### src/rtl/jalu_seq.sv
// Sequential jALU: valid/ready operand handshake, registered result/flags, multi-cycle shift-by-N.
// Optional iterative shift-add multiplier (opcode 10) when JALU_MUL_EN is defined.
module jalu_seq #(
  parameter int N = 8
) (
  input  logic         wclk,
  input  logic         wrst,
  input  logic         wiv,
  output logic         wir,
  input  logic [N-1:0] bas,
  input  logic [N-1:0] bbs,
  input  logic         wci,
  input  logic [3:0]   bops,
  output logic         wov,
  input  logic         woa,
  output logic [N-1:0] bcs,
  output logic [N-1:0] bhs,
  output logic         wco,
  output logic         weqo,
  output logic         walo,
  output logic         wz,
  output logic         werr
);
  localparam int SW = $clog2(N);
  localparam int CW = $clog2(N + 1);

  localparam logic [3:0] OP_ADD = 4'd0, OP_SHR = 4'd1, OP_SHL = 4'd2, OP_NOT = 4'd3,
                         OP_AND = 4'd4, OP_OR = 4'd5, OP_XOR = 4'd6, OP_CMP = 4'd7,
                         OP_SHRN = 4'd8, OP_SHLN = 4'd9;
`ifdef JALU_MUL_EN
  localparam logic [3:0] OP_MUL = 4'd10;
`endif

  typedef enum logic [1:0] {IDLE, BUSY, DONE} state_t;
  state_t state, nxt;

  logic [N-1:0]  ra, rb, w;
  logic          ci;
  logic [3:0]    op;
  logic [CW-1:0] cnt;
  logic          go, last;

  // single-cycle result, computed straight from the operand bus at accept
  logic [N-1:0] c_res;
  logic         c_co, c_err, c_multi;

  always_comb begin
    c_res = '0; c_co = 1'b0; c_err = 1'b0; c_multi = 1'b0;
    case (bops)
      OP_ADD:  {c_co, c_res} = {1'b0, bas} + {1'b0, bbs} + {{N{1'b0}}, wci};
      OP_SHR:  begin c_res = {wci, bas[N-1:1]}; c_co = bas[0];   end
      OP_SHL:  begin c_res = {bas[N-2:0], wci}; c_co = bas[N-1]; end
      OP_NOT:  c_res = ~bas;
      OP_AND:  c_res = bas & bbs;
      OP_OR:   c_res = bas | bbs;
      OP_XOR:  c_res = bas ^ bbs;
      OP_CMP:  c_res = '0;
      OP_SHRN, OP_SHLN: begin c_res = bas; c_multi = (bbs[SW-1:0] != '0); end
`ifdef JALU_MUL_EN
      OP_MUL:  c_multi = 1'b1;
`endif
      default: c_err = 1'b1;
    endcase
  end

  // one BUSY step; for MUL {wh,w} is the shifting {partial product, multiplier}
  logic [N-1:0] s_lo;
  logic         s_co;
`ifdef JALU_MUL_EN
  logic [N-1:0] wh, s_hi;
  logic [N:0]   sum;
`endif

  always_comb begin
    s_lo = w; s_co = 1'b0;
`ifdef JALU_MUL_EN
    s_hi = wh;
    sum  = {1'b0, wh} + (w[0] ? {1'b0, ra} : '0);
`endif
    case (op)
      OP_SHRN: begin s_lo = {ci, w[N-1:1]}; s_co = w[0];   end
      OP_SHLN: begin s_lo = {w[N-2:0], ci}; s_co = w[N-1]; end
`ifdef JALU_MUL_EN
      OP_MUL:  {s_hi, s_lo} = {sum, w[N-1:1]};
`endif
      default: ;
    endcase
  end

  assign last = (cnt == CW'(1));

  always_ff @(posedge wclk or posedge wrst)
    if (wrst) state <= IDLE;
    else      state <= nxt;

  always_comb begin
    nxt = state; wir = 1'b0; wov = 1'b0;
    case (state)
      IDLE:    wir = 1'b1;
      BUSY:    if (last) nxt = DONE;
      DONE:    begin wov = 1'b1; wir = woa; if (woa) nxt = IDLE; end
      default: nxt = IDLE;
    endcase
    go = wir & wiv;
    if (go) nxt = c_multi ? BUSY : DONE;
  end

  always_ff @(posedge wclk or posedge wrst)
    if (wrst) begin
      ra <= '0; rb <= '0; w <= '0; ci <= 1'b0; op <= '0; cnt <= '0;
      bcs <= '0; wco <= 1'b0; weqo <= 1'b0; walo <= 1'b0; wz <= 1'b0; werr <= 1'b0;
`ifdef JALU_MUL_EN
      wh <= '0; bhs <= '0;
`endif
    end else if (go) begin
      ra <= bas; rb <= bbs; ci <= wci; op <= bops; w <= bas;
      cnt <= CW'(bbs[SW-1:0]);
`ifdef JALU_MUL_EN
      wh <= '0;
      if (bops == OP_MUL) begin w <= bbs; cnt <= CW'(N); end
`endif
      if (!c_multi) begin
        bcs <= c_res; wco <= c_co; werr <= c_err; wz <= (c_res == '0);
        weqo <= (bas == bbs); walo <= (bas > bbs);
`ifdef JALU_MUL_EN
        bhs <= '0;
`endif
      end
    end else if (state == BUSY) begin
      w <= s_lo; cnt <= cnt - CW'(1);
`ifdef JALU_MUL_EN
      wh <= s_hi;
`endif
      if (last) begin
        bcs <= s_lo; wco <= s_co; werr <= 1'b0;
        weqo <= (ra == rb); walo <= (ra > rb);
`ifdef JALU_MUL_EN
        bhs <= s_hi; wz <= (s_lo == '0) && (s_hi == '0);
`else
        wz <= (s_lo == '0);
`endif
      end
    end

`ifndef JALU_MUL_EN
  assign bhs = '0;
`endif
endmodule

### config.mk
export PLATFORM = sky130hd
export DESIGN_NAME = jalu_seq
export DESIGN_NICKNAME = d
export VERILOG_FILES = /design/src/rtl/jalu_seq.sv
export SDC_FILE = /design/constraint.sdc
export NUM_CORES = 1
export LEC_CHECK = 0
export BUFFER_PORTS_ARGS = -buffer_cell sky130_fd_sc_hd__buf_2
export CAP_MARGIN = 0
export CORE_MARGIN = 8
export CORE_UTILIZATION = 40
export DETAILED_ROUTE_END_ITERATION = 6
export GPL_TIMING_DRIVEN = 1
export SYNTH_ARGS = -nofsm -noshare
export SYNTH_HDL_FRONTEND = slang
export SYNTH_SLANG_ARGS = --single-unit
### constraint.sdc
create_clock -name wclk -period 1.9 [get_ports wclk]
set_clock_uncertainty 0.15 [all_clocks]
set_input_delay 0.285 -clock wclk [delete_from_list [all_inputs] [get_ports wclk]]
set_output_delay 0.285 -clock wclk [all_outputs]
set_load 0.02 [all_outputs]
# --- Word-level counts from Yosys, hierarchy flattened ---
# Index checks and enable logic that the tools add are counted.
totals:
  regBits: 48
  inputBits: 25
  out_inout_bits: 23
  word_cells: 95
classes:
  n_addsub: 3
  n_lt_le_gt_ge: 2
  eq_ne: 20
  n_mux: 41
  bitwise: 5
  reduce_logical: 11
op_table:
  columns: ["op", "n"]
  rows:
  - ["case mux 8 bit (8 select lines)", 1]
  - ["2-to-1 mux 8 bit", 6]
  - ["2-to-1 mux 1 bit", 23]
  - ["equality test 4 x 3 -> 1 bit (second input constant)", 4]
  - ["equality test 4 bit (second input constant)", 4]
  - ["equality test 8 bit", 2]
  - ["greater-than comparator 8 bit", 2]
  - ["logical NOT 8 bit", 2]
  - ["case mux 8 bit (2 select lines)", 1]
  - ["OR reduction 10 bit", 1]
  - ["adder 8 x 8 -> 9 bit", 1]
  - ["adder 9 x 1 -> 9 bit", 1]
  - ["bitwise AND 8 bit", 1]
  - ["equality test 4 x 1 -> 1 bit (second input constant)", 2]
  - ["equality test 4 x 2 -> 1 bit (second input constant)", 2]
  - ["2-to-1 mux 2 bit", 4]
  - ["2-to-1 mux 4 bit", 2]
  - ["NOT 8 bit", 1]
  - ["OR 8 bit", 1]
  - ["XOR 8 bit", 1]
  - ["inequality test 3 bit (second input constant)", 2]
  - ["case mux 2 bit (3 select lines)", 1]
  - ["AND reduction 3 bit", 2]
  - ["logical NOT 4 bit", 1]
  - ["other kinds (11)", 14]

# --- Longest topological paths before layout ---
# Gate-level depths: netlist of the first run.
depth:
  depth_word: 6
  ltp_mapped: 10
  depth_no_buf: 10

# --- Least setup slack after synthesis of the first run ---
# Ideal clock, no wire load.
synth_timing:
  kind: "input to register"
  startpoint: "in bas[0]"
  endpoint: "reg bcs[6]"
  setup_time_ps: 73
  arrival_time_ps: 2221
  required_ps: 1677
  setup_slack_ps: -544
  cell_stages: 10
  path_buffers: 0
  cell_sequence: "fa_1 inv_1 fa_1 nor2b_4 o31a_1 or3_1 a21oi_1 a311oi_1 mux2_2 a21oi_2"
synth_between:
  elab_chain_cells: 5
synth_lines:
  columns: ["element", "line_no", "rtl"]
  rows:
  - ["start: declaration", "10", "input logic [N-1:0] bas,"]
  - ["adder 8 x 8 -> 9 bit", "50", "OP_ADD: {c_co, c_res} = {1'b0, bas} + {1'b0, bbs} + {{N{1'b0}}, wci};"]
  - ["adder 9 x 1 -> 9 bit", "50", null]
  - ["case mux 8 bit (8 select lines)", "49", "case (bops)"]
  - ["2-to-1 mux 8 bit", "122", "if (!c_multi) begin"]
  - ["2-to-1 mux 8 bit", "115", "end else if (go) begin"]
  - ["end signal: assignment", "123", "bcs <= c_res; wco <= c_co; werr <= c_err; wz <= (c_res == '0);"]
  - ["end: declaration", "16", "output logic [N-1:0] bcs,"]
# Every way passes these cells. The select of a mux whose other input is x is not followed.
# A chain may end at the register's enable or synchronous reset.

# --- Worst setup path after layout of the first run ---
layout_timing:
  startpoint: "in bbs[0]"
  endpoint: "reg bcs[6]"
layout_between:
  elab_chain_cells: 5
  word_cells_on_any_way: 9
layout_lines:
  columns: ["element", "line_no", "rtl"]
  rows:
  - ["start: declaration", "11", "input logic [N-1:0] bbs,"]
  - ["adder 8 x 8 -> 9 bit", "50", null]
  - ["adder 9 x 1 -> 9 bit", "50", null]
  - ["case mux 8 bit (8 select lines)", "49", null]
  - ["2-to-1 mux 8 bit", "122", null]
  - ["2-to-1 mux 8 bit", "115", null]
# Several ways; a longest one is shown, not always the timed one. The select of a mux whose other input is x is not followed.

==> flow_metrics.py, run 1 <==
metrics = {
    "drt": {
        "postRouteAntennaNets": 0,
        "viasPerCell": 5.350,
        "detail_route.drc_violations": 0,
        "drtIter0Drc": 222,
        "wl_per_cell_um": 17.97,
        "firstDrtPassIters": 4,
        "routed_wl_um": 13250,
        "vias": 3943,
    },
    "cells_and_area": {
        "area_growth_pct": 36.49,
        "diodes": 0,
        "drive_gt1_share_pct": 34.11,
        "fill_cells": 917,
        "register_area_um2": 1201,
        "fin_nets": 665,
        "multiInputGateArea_um2": 2540,
    },
    "global_route": {
        "grt_usage_pct": 20.78,
        "busiest_layer": "met2",
        "grt_start_max_net_pins": 32,
        "gr-usage-met3_pct": 2.637,
        "grt_pass1_vias": 3988,
        "antenna_found_initial": 0,
        "use_met2_pct": 33.59,
        "grt_first_pass_wirelength_um": 21360,
        "met1_usage_pct": 27.59,
        "overflow": 0,
    },
    "timing": {
        "period_needed_ns": 2.300,
        "rsz0062_at_grt": "yes",
        "setup_ws_ns": -0.4004,
        "final-hold-violation-count": 0,
        "whs_ns": 0.07921,
        "slew_violations": 0,
        "setup_viol": 9,
        "fin_crit_sh_pct": 121.1,
        "final.setup.tns_ns": -2.039,
        "worst_pin_slew_ns": 0.5328,
        "slew-limit-headroom_pct": 64.48,
        "fmax_ghz": 0.4347,
    },
    "cts": {
        "cts_tree": "yes",
        "htree_num_levels": 2,
        "cts.path.max_buffers": 2,
        "cts_sinks": 48,
        "cts_made_buffers": 5,
        "cts-root-buf": "clkbuf_8",
        "clk_pin_slew_ns": 0.10,
        "insertion_delay_ns": 0.32,
    },
    "run_status": {
        "status": "finished with violations",
        "violations": "setup timing",
    },
    "worst_setup_path": {
        "path_max_fanout": 4,
        "worstPathRequired_ns": 2.00,
        "critPathKind": "primary input to flop",
        "r2r_slack_ns": -0.01,
        "end_kind": "flop",
        "worst_ep_arrival_time_ns": 2.40,
        "crit_path_start_kind": "primary input",
    },
    "run": {
        "maxCapViolCount": 0,
    },
    "power_and_ir_drop": {
        "vdd_ir_drop_max_v": 0.0004208,
        "pwr-share-comb_pct": 46.8,
        "power.share.sequential_pct": 33.2,
        "p_int_uw": 2760,
        "p_per_area_nw_per_um2": 848.0,
        "netSwitchingFraction_pct": 38.79,
        "power_leakage_uw": 0.002537,
        "clock_power_share_pct": 20.0,
        "power_uw": 4508,
        "power.switching_uw": 1749,
    },
    "yosys": {
        "ys_types": 65,
        "ys.flop_type": "dfrtp_1",
        "synth_edf_count": 0,
        "netlist.area_leader.share_pct": 30.84,
        "synth-seq-cells": 48,
        "synthesis.area_um2": 3895,
        "synthTopCellsByCount": "dfrtp_1, nand2_1, nor2_1",
        "yosysSeqAreaShare_pct": 30.84,
        "avgSynthCellArea_um2": 8.270,
        "synthCells": 471,
        "synth_top_cell_by_area": "dfrtp_1",
        "synth_area_leaders": "dfrtp_1, ha_1, nand2_1",
        "yosysWarnings": 0,
        "async_reset_ff_share_pct": 100.0,
    },
    "die": {
        "ios": 48,
        "rows": 36,
        "die_w_um": 114.7,
        "initial_core_util_pct": 40.60,
        "die_h_um": 114.7,
        "core_area_um2": 9594,
        "die-area_um2": 13150,
    },
    "place": {
        "place_congestion": 0.9260,
        "pre_cts_ws_ns": -0.7690,
        "port_buffers": 39,
        "dp_hpwl_um": 10520,
    },
    "hold_path": {
        "min-delay-path-class": "primary input to flop",
    },
}
==> critical path, cell delays in order <==
cell,delay (ns)
buf_8,0.10
fa_2,0.40
inv_2,0.06
fa_2,0.23
nor2b_4,0.05
o31a_1,0.29
or3_1,0.34
a21oi_2,0.14
a311oi_2,0.07
mux2_2,0.29
a21oi_2,0.14
==> sequential cells by signal, summed over array words and instances, names as in the netlist <==
register / cells
bcs: 8
ra: 8
rb: 8
w: 8
cnt: 4
op: 4
state: 2
ci: 1
walo: 1
wco: 1
weqo: 1
werr: 1
wz: 1
==> worst paths after layout <==
check,start,end,cells past startpoint
setup / recovery,bbs[0],bcs[6],11
hold / removal,bbs[3],rb[3],3
setup reg to reg,w[0],wz,6
hold reg to reg,op[3],op[3],2
max in group asynchronous,wrst,wco,4
min in group asynchronous,wrst,rb[6],3
==> power by group through the flow <==
stage                     Combinational, µW  Clock [µW]  Sequential [µW]
final                                  2110         902             1500
after global routing                   2310         965             1530
after detailed placement               1980           0             1510
after global placement                 1950           0             1500
after CTS                              2030         915             1490
after floorplan                        1060           0             1610
==> routing by layer <==
layer / wire (µm) / share of wire (%) / vias to the layer above
li1: - / - / 1913
met1: 5913 / 45 / 1887
met2: 6314 / 48 / 125
met3: 657 / 5.0 / 18
met4: 361 / 2.7 / 0
met5: 0 / 0 / -
==> what timing repair did <==
action,in CTS,in global routing
hold buffers,1,0
pin swaps,9,12
buffers inserted,1,2
gates cloned,0,0
endpoints found under the setup margin,19,12
gates resized for setup,11,24
endpoints found under the hold margin,17,0
==> per-stage QoR <==
stage	util, %	cells	instance area, µm²
2_1_floorplan	-	478	3938
3_3_place_gp	51.97	726	4986
3_5_place_dp	51.97	726	4986
4_1_cts	53.91	735	5172
5_1_grt	55.41	737	5316
6_report	55.41	737	5316
==> cells by family after synthesis <==
family                   Yosys count  synth area share, %
AO/OA/AOI/OAI                    144                23.77
XOR/XNOR                           3               0.6747
adder cells (fa/ha/maj)           36                11.95
buffers and inverters             73                8.930
flip-flops                        48                30.84
multiplexers                      21                5.653
other                              1              0.09628
AND/OR/NAND/NOR                  145                18.09
==> cell usage in the layout (no fill, tap or decap), drive strengths merged, types with 3 or more instances in the layout <==
| cell type | n |
|---|---|
| o22ai | 7 |
| nor4 | 4 |
| a211oi | 7 |
| o32ai | 3 |
| nor3b | 3 |
| buf | 154 |
| o21ai | 45 |
| ha | 34 |
| mux2i | 13 |
| a31oi | 3 |
| nand2 | 49 |
| or3 | 5 |
| clkbuf | 5 |
| a32oi | 4 |
| a221o | 3 |
| nand3 | 4 |
| inv | 37 |
| nor2 | 39 |
| mux2 | 8 |
| nor2b | 11 |
| a21o | 3 |
| a21oi | 30 |
| conb | 8 |
| o211ai | 7 |
| a22oi | 7 |
| nor3 | 8 |
| nand2b | 10 |
| o21a | 6 |
| dfrtp | 48 |
| nand4 | 3 |
==> cell type report <==
cell class / instances / area share, %
tap: 133 / 3.130
sequential: 48 / 22.59
clock inverter: 2 / 1.130
multi-input combinational: 357 / 47.78
clock buffer: 5 / 1.294
timing repair buffer: 155 / 21.46
inverter: 37 / 2.612
Note: power is estimated with default switching activity, not from simulation.
==> inputs of run 2 (changes only) <==
--- a/config.mk
+++ b/config.mk
@@ -11,6 +11,7 @@
 export CORE_UTILIZATION = 40
 export DETAILED_ROUTE_END_ITERATION = 6
 export GPL_TIMING_DRIVEN = 1
+export MAX_ROUTING_LAYER = met4
 export SYNTH_ARGS = -nofsm -noshare
 export SYNTH_HDL_FRONTEND = slang
 export SYNTH_SLANG_ARGS = --single-unit
==> run 2 against run 1 <==
  * The run still ends with setup timing left
  * Final cell count up 0.68%
  * Non-clock buffer count increased by 4
  * Sequential share of layout area up 0.17 points
  * Wire length fell by 2.6%
  * Cell area down 0.75%
  * Count of clock-buffer cells in the layout is the same
  * Total power is 3.6% lower
  * Clock power down 12%
  * Sequential cell count unchanged
  * Sequential power about the same
  * First-iteration DRC count is 19% higher
  * Utilization fell by 0.42 points
  * Critical path type unchanged
==> flow_metrics.py, run 2 (synthesis results as in run 1) <==
metrics = {
    "run_status": {
        "status": "finished with violations",
        "violations": "setup timing",
    },
    "timing": {
        "period_needed_ns": 2.299,
        "setup_ws_ns": -0.3989,
        "final.setup.tns_ns": -2.140,
        "fmax_ghz": 0.4350,
        "slew_violations": 0,
        "rsz0062_at_grt": "yes",
        "fin_crit_sh_pct": 121.0,
        "setup_viol": 9,
        "final-hold-violation-count": 0,
    },
    "cts": {
        "cts-root-buf": "clkbuf_8",
        "cts.path.max_buffers": 2,
        "htree_num_levels": 2,
        "insertion_delay_ns": 0.31,
        "cts_made_buffers": 5,
        "cts_tree": "yes",
        "clk_pin_slew_ns": 0.11,
        "cts_sinks": 48,
    },
    "drt": {
        "viasPerCell": 5.330,
        "postRouteAntennaNets": 0,
        "routed_wl_um": 12900,
        "wl_per_cell_um": 17.39,
        "vias": 3955,
        "drtIter0Drc": 264,
        "detail_route.drc_violations": 0,
        "firstDrtPassIters": 6,
    },
    "die": {
        "die-area_um2": 13150,
        "rows": 36,
        "ios": 48,
        "initial_core_util_pct": 40.60,
        "die_w_um": 114.7,
        "core_area_um2": 9594,
        "die_h_um": 114.7,
    },
    "cells_and_area": {
        "layout_commonest_cell": "buf_4",
        "final_cell_mix": "buf_4, nand2_1, dfrtp_1, buf_2, nor2_1",
        "fin_nets": 669,
        "drive_gt1_share_pct": 32.68,
        "final_cells": 742,
        "finish.utilization_pct": 54.99,
        "area_growth_pct": 35.46,
        "diodes": 0,
        "final_area_um2": 5276,
    },
    "run": {
        "maxCapViolCount": 0,
    },
    "place": {
        "dp_hpwl_um": 10590,
        "numPlacedInstances": 729,
        "place_congestion": 0.9531,
        "placed_area_um2": 5021,
        "port_buffers": 39,
    },
    "worst_setup_path": {
        "crit_path_start_kind": "primary input",
        "worst_ep_arrival_time_ns": 2.40,
        "path_max_fanout": 4,
        "worstPathRequired_ns": 2.00,
        "critPathKind": "primary input to flop",
        "end_kind": "flop",
    },
    "global_route": {
        "grt_pass1_vias": 3882,
        "overflow": 0,
        "grt_start_max_net_pins": 32,
        "grt_usage_pct": 20.71,
        "grt_first_pass_wirelength_um": 20730,
        "antenna_found_initial": 0,
    },
    "power_and_ir_drop": {
        "vdd_ir_drop_max_v": 0.0003563,
        "power_leakage_uw": 0.002535,
        "p_per_area_nw_per_um2": 823.5,
    },
    "hold_path": {
        "min-delay-path-class": "primary input to flop",
    },
}
[run 2: timing repair]
item | CTS | global route
setup endpoints to repair | 10 | 25
pin swaps | 10 | 7
hold buffers | 1 | 0
hold endpoints to repair | 17 | 0
gates resized for setup | 7 | 16
setup buffers | 3 | 1
[run 2: area by class of cell]
| cell class | instances | area [µm²] |
|---|---|---|
| fill | 894 | 4318 |
| multi-input combinational | 357 | 2476 |
| sequential | 48 | 1201 |
| timing repair buffer | 159 | 1177 |
| tap | 133 | 166.4 |
| inverter | 37 | 138.9 |
| clock buffer | 5 | 68.82 |
| clock inverter | 3 | 47.55 |
[run 2: critical path: stages]
cell      delay (ns)
buf_8           0.10
fa_2            0.40
inv_2           0.07
fa_2            0.22
nor2b_4         0.05
o31a_1          0.28
or3_1           0.33
a21oi_2         0.16
a311oi_2        0.07
mux2_2          0.29
a21oi_2         0.14
[run 2: final timing paths]
path / startpoint / end / slack (ns) / cells after the start
worst max-delay path: wci / bcs[6] / -0.40 / 11
worst min-delay path: bbs[3] / rb[3] / 0.09 / 3
worst max register to register: w[0] / wz / -0.08 / 6
min in group asynchronous: wrst / rb[6] / 0.36 / 3
max in group asynchronous: wrst / state[0] / 0.72 / 4
worst min register to register: op[3] / op[3] / 0.34 / 2
[run 2: stage by stage]
| step | hold slack (ns) | setup slack (ns) | power, µW |
|---|---|---|---|
| final | 0.08814 | -0.3989 | 4345 |
| after global routing | 0.08898 | -0.5064 | 4627 |
| after CTS | 0.08472 | -0.3694 | 4307 |
| after detailed placement | 0.1532 | -0.7659 | 3481 |
| after global placement | 0.1427 | -0.7393 | 3448 |
| after floorplan | 0.2404 | -0.4682 | 2667 |
[run 2: routing by layer]
layer | vias up | GRT usage (%) | share of wire (%)
met5 | - | - | 0
met4 | 0 | 8.163 | 3.1
li1 | 1925 | - | -
met3 | 24 | 2.004 | 5.0
met1 | 1863 | 27.41 | 47
met2 | 143 | 31.83 | 45
[run 2: power by group]
group	switching [µW]	internal, µW
Sequential	197	1300
Clock	398	398
Combinational	1140	913
Total	1740	2610
==> inputs of run 3 (changes only) <==
--- a/config.mk
+++ b/config.mk
@@ -7,11 +7,11 @@
 export LEC_CHECK = 0
 export BUFFER_PORTS_ARGS = -buffer_cell sky130_fd_sc_hd__buf_2
 export CAP_MARGIN = 0
-export CORE_MARGIN = 8
 export CORE_UTILIZATION = 40
 export DETAILED_ROUTE_END_ITERATION = 6
 export GPL_TIMING_DRIVEN = 1
 export MAX_ROUTING_LAYER = met4
+export RECOVER_POWER = 25
 export SYNTH_ARGS = -nofsm -noshare
 export SYNTH_HDL_FRONTEND = slang
 export SYNTH_SLANG_ARGS = --single-unit
==> run 3 against run 2 <==
  * The run still ends with setup timing left
  * Worst hold slack better by 0.012 ns
  * First-iteration DRC count is 8.3% lower
  * Die area is 23% lower
  * Total power shrank 2.2%
  * Global-route usage increased by 5.8 points
  * Via count up 1.9%
  * Sequential share of layout area fell by 0.32 points
  * Largest cell class unchanged
  * Highest routed layer unchanged
==> flow_metrics.py, run 3 (synthesis results as in run 1) <==
metrics = {
    "run_status": {
        "status": "finished with violations",
        "violations": "setup timing",
    },
    "timing": {
        "setup_ws_ns": -0.4503,
        "slew_violations": 0,
        "fin_crit_sh_pct": 123.7,
        "setup_viol": 8,
        "rsz0062_at_grt": "yes",
        "whs_ns": 0.1003,
        "period_needed_ns": 2.350,
        "fmax_ghz": 0.4255,
        "final-hold-violation-count": 0,
        "worst_pin_slew_ns": 0.6563,
        "slew-limit-headroom_pct": 56.25,
    },
    "worst_setup_path": {
        "worst_ep_arrival_time_ns": 2.44,
        "critPathKind": "primary input to flop",
        "worstPathRequired_ns": 1.99,
        "path_max_fanout": 4,
        "end_kind": "flop",
        "path_buf_inv": 2,
        "critPathSlowestCell": "or3_4",
        "crit_path_start_kind": "primary input",
        "cp_cell_sequence": "buf_6 > fa_2 > inv_2 > fa_2 > nor2b_4 > o31a_1 > or3_4 > a21oi_4 > a311oi_2 > mux2_4 > a21oi_2",
        "path_delay_family": "adder cells",
        "crit_top_cell": "fa_2",
        "slowest_delay_ns": 0.42,
    },
    "cells_and_area": {
        "diodes": 0,
        "final_area_um2": 5353,
        "final_cell_mix": "buf_4, nand2_1, dfrtp_1, buf_2, nor2_1",
        "final_cells": 742,
        "drive_gt1_share_pct": 34.91,
        "layout_commonest_cell": "buf_4",
        "area_growth_pct": 37.42,
        "fin_nets": 673,
    },
    "global_route": {
        "antenna_found_initial": 0,
        "grt_first_pass_wirelength_um": 19950,
        "overflow": 0,
        "grt_usage_pct": 26.54,
        "grt_start_max_net_pins": 49,
        "grt_pass1_vias": 3826,
    },
    "power_and_ir_drop": {
        "power_leakage_uw": 0.002548,
        "pwr-share-comb_pct": 49.0,
        "clock_power_share_pct": 15.5,
        "vdd_ir_drop_max_v": 0.0003830,
        "power_uw": 4248,
        "p_per_area_nw_per_um2": 793.6,
        "netSwitchingFraction_pct": 40.05,
        "power.switching_uw": 1701,
        "p_int_uw": 2547,
        "power.share.sequential_pct": 35.5,
    },
    "place": {
        "dp_hpwl_um": 10050,
        "numPlacedInstances": 732,
        "placed_area_um2": 5069,
        "port_buffers": 39,
        "pre_cts_ws_ns": -0.8140,
        "place_congestion": 0.9326,
    },
    "die": {
        "die_w_um": 100.7,
        "die-area_um2": 10140,
        "die_h_um": 100.7,
        "ios": 48,
        "rows": 35,
        "initial_core_util_pct": 41.76,
        "core_area_um2": 9328,
    },
    "cts": {
        "cts_tree": "yes",
        "htree_num_levels": 2,
        "cts_sinks": 48,
        "cts_made_buffers": 5,
        "cts.path.max_buffers": 2,
        "insertion_delay_ns": 0.30,
        "cts-root-buf": "clkbuf_8",
        "clk_pin_slew_ns": 0.09,
    },
    "drt": {
        "viasPerCell": 5.434,
        "wl_per_cell_um": 17.05,
        "drtIter0Drc": 242,
        "routed_wl_um": 12650,
        "firstDrtPassIters": 5,
        "vias": 4032,
        "postRouteAntennaNets": 0,
        "detail_route.drc_violations": 0,
    },
    "run": {
        "maxCapViolCount": 0,
    },
    "hold_path": {
        "min-delay-path-class": "primary input to flop",
    },
}
==> run 3: what timing repair did <==
item / CTS / global route
hold endpoints to repair: 48 / 0
pin swaps: 20 / 8
endpoints found under the setup margin: 10 / 13
setup buffers: 2 / 0
gates resized for setup: 13 / 27
hold buffers: 1 / 0
==> run 3: power by group through the flow <==
stage,Combinational (µW),Sequential (µW),Clock (µW)
2_1_floorplan,1060,1610,0
3_3_place_gp,1940,1510,0
3_5_place_dp,1970,1520,0
4_1_cts,2010,1500,679
5_1_grt,2290,1540,715
6_report,2080,1510,659
==> run 3: tightest hold or removal path: cells and delay by family <==
kind	cells	cell delay, ns
AOI/OAI and AO/OA	1	0.05
buffers and inverters	1	0.13
and+or+nand+nor	1	0.05
==> run 3: layer usage <==
layer	GRT usage (%)	vias to the layer above	wire length, µm
met5	-	-	0
met4	4.571	0	140
met3	2.843	13	556
met2	44.15	128	6224
met1	35.44	1951	5731
li1	-	1940	-
==> run 3: cell type report <==
type | count | area [µm²]
Clock inverter | 2 | 13.76
Multi-Input combinational cell | 357 | 2559
Inverter | 37 | 143.9
Timing Repair Buffer | 163 | 1191
Clock buffer | 6 | 82.58
Sequential cell | 48 | 1201
Tap cell | 129 | 161.4
Fill cell | 861 | 3975
==> run 3: stage by stage <==
step           TNS [ns]  utilization [%]
2_1_floorplan    -2.154                -
3_3_place_gp     -6.173            54.34
3_5_place_dp     -6.298            54.34
4_1_cts          -2.521            56.16
5_1_grt          -3.156            57.38
6_report         -2.584            57.38
==> run 3: final timing paths <==
path                         from  cells past startpoint      to  slack (ns)
max                           wci                     11  bcs[6]       -0.45
min                        bbs[7]                      3   rb[7]        0.10
max reg2reg                  w[0]                      6      wz       -0.05
min reg2reg                 ra[1]                      2   ra[1]        0.35
max in group asynchronous    wrst                      4   rb[3]        0.60
min in group asynchronous    wrst                      4  cnt[3]        0.56
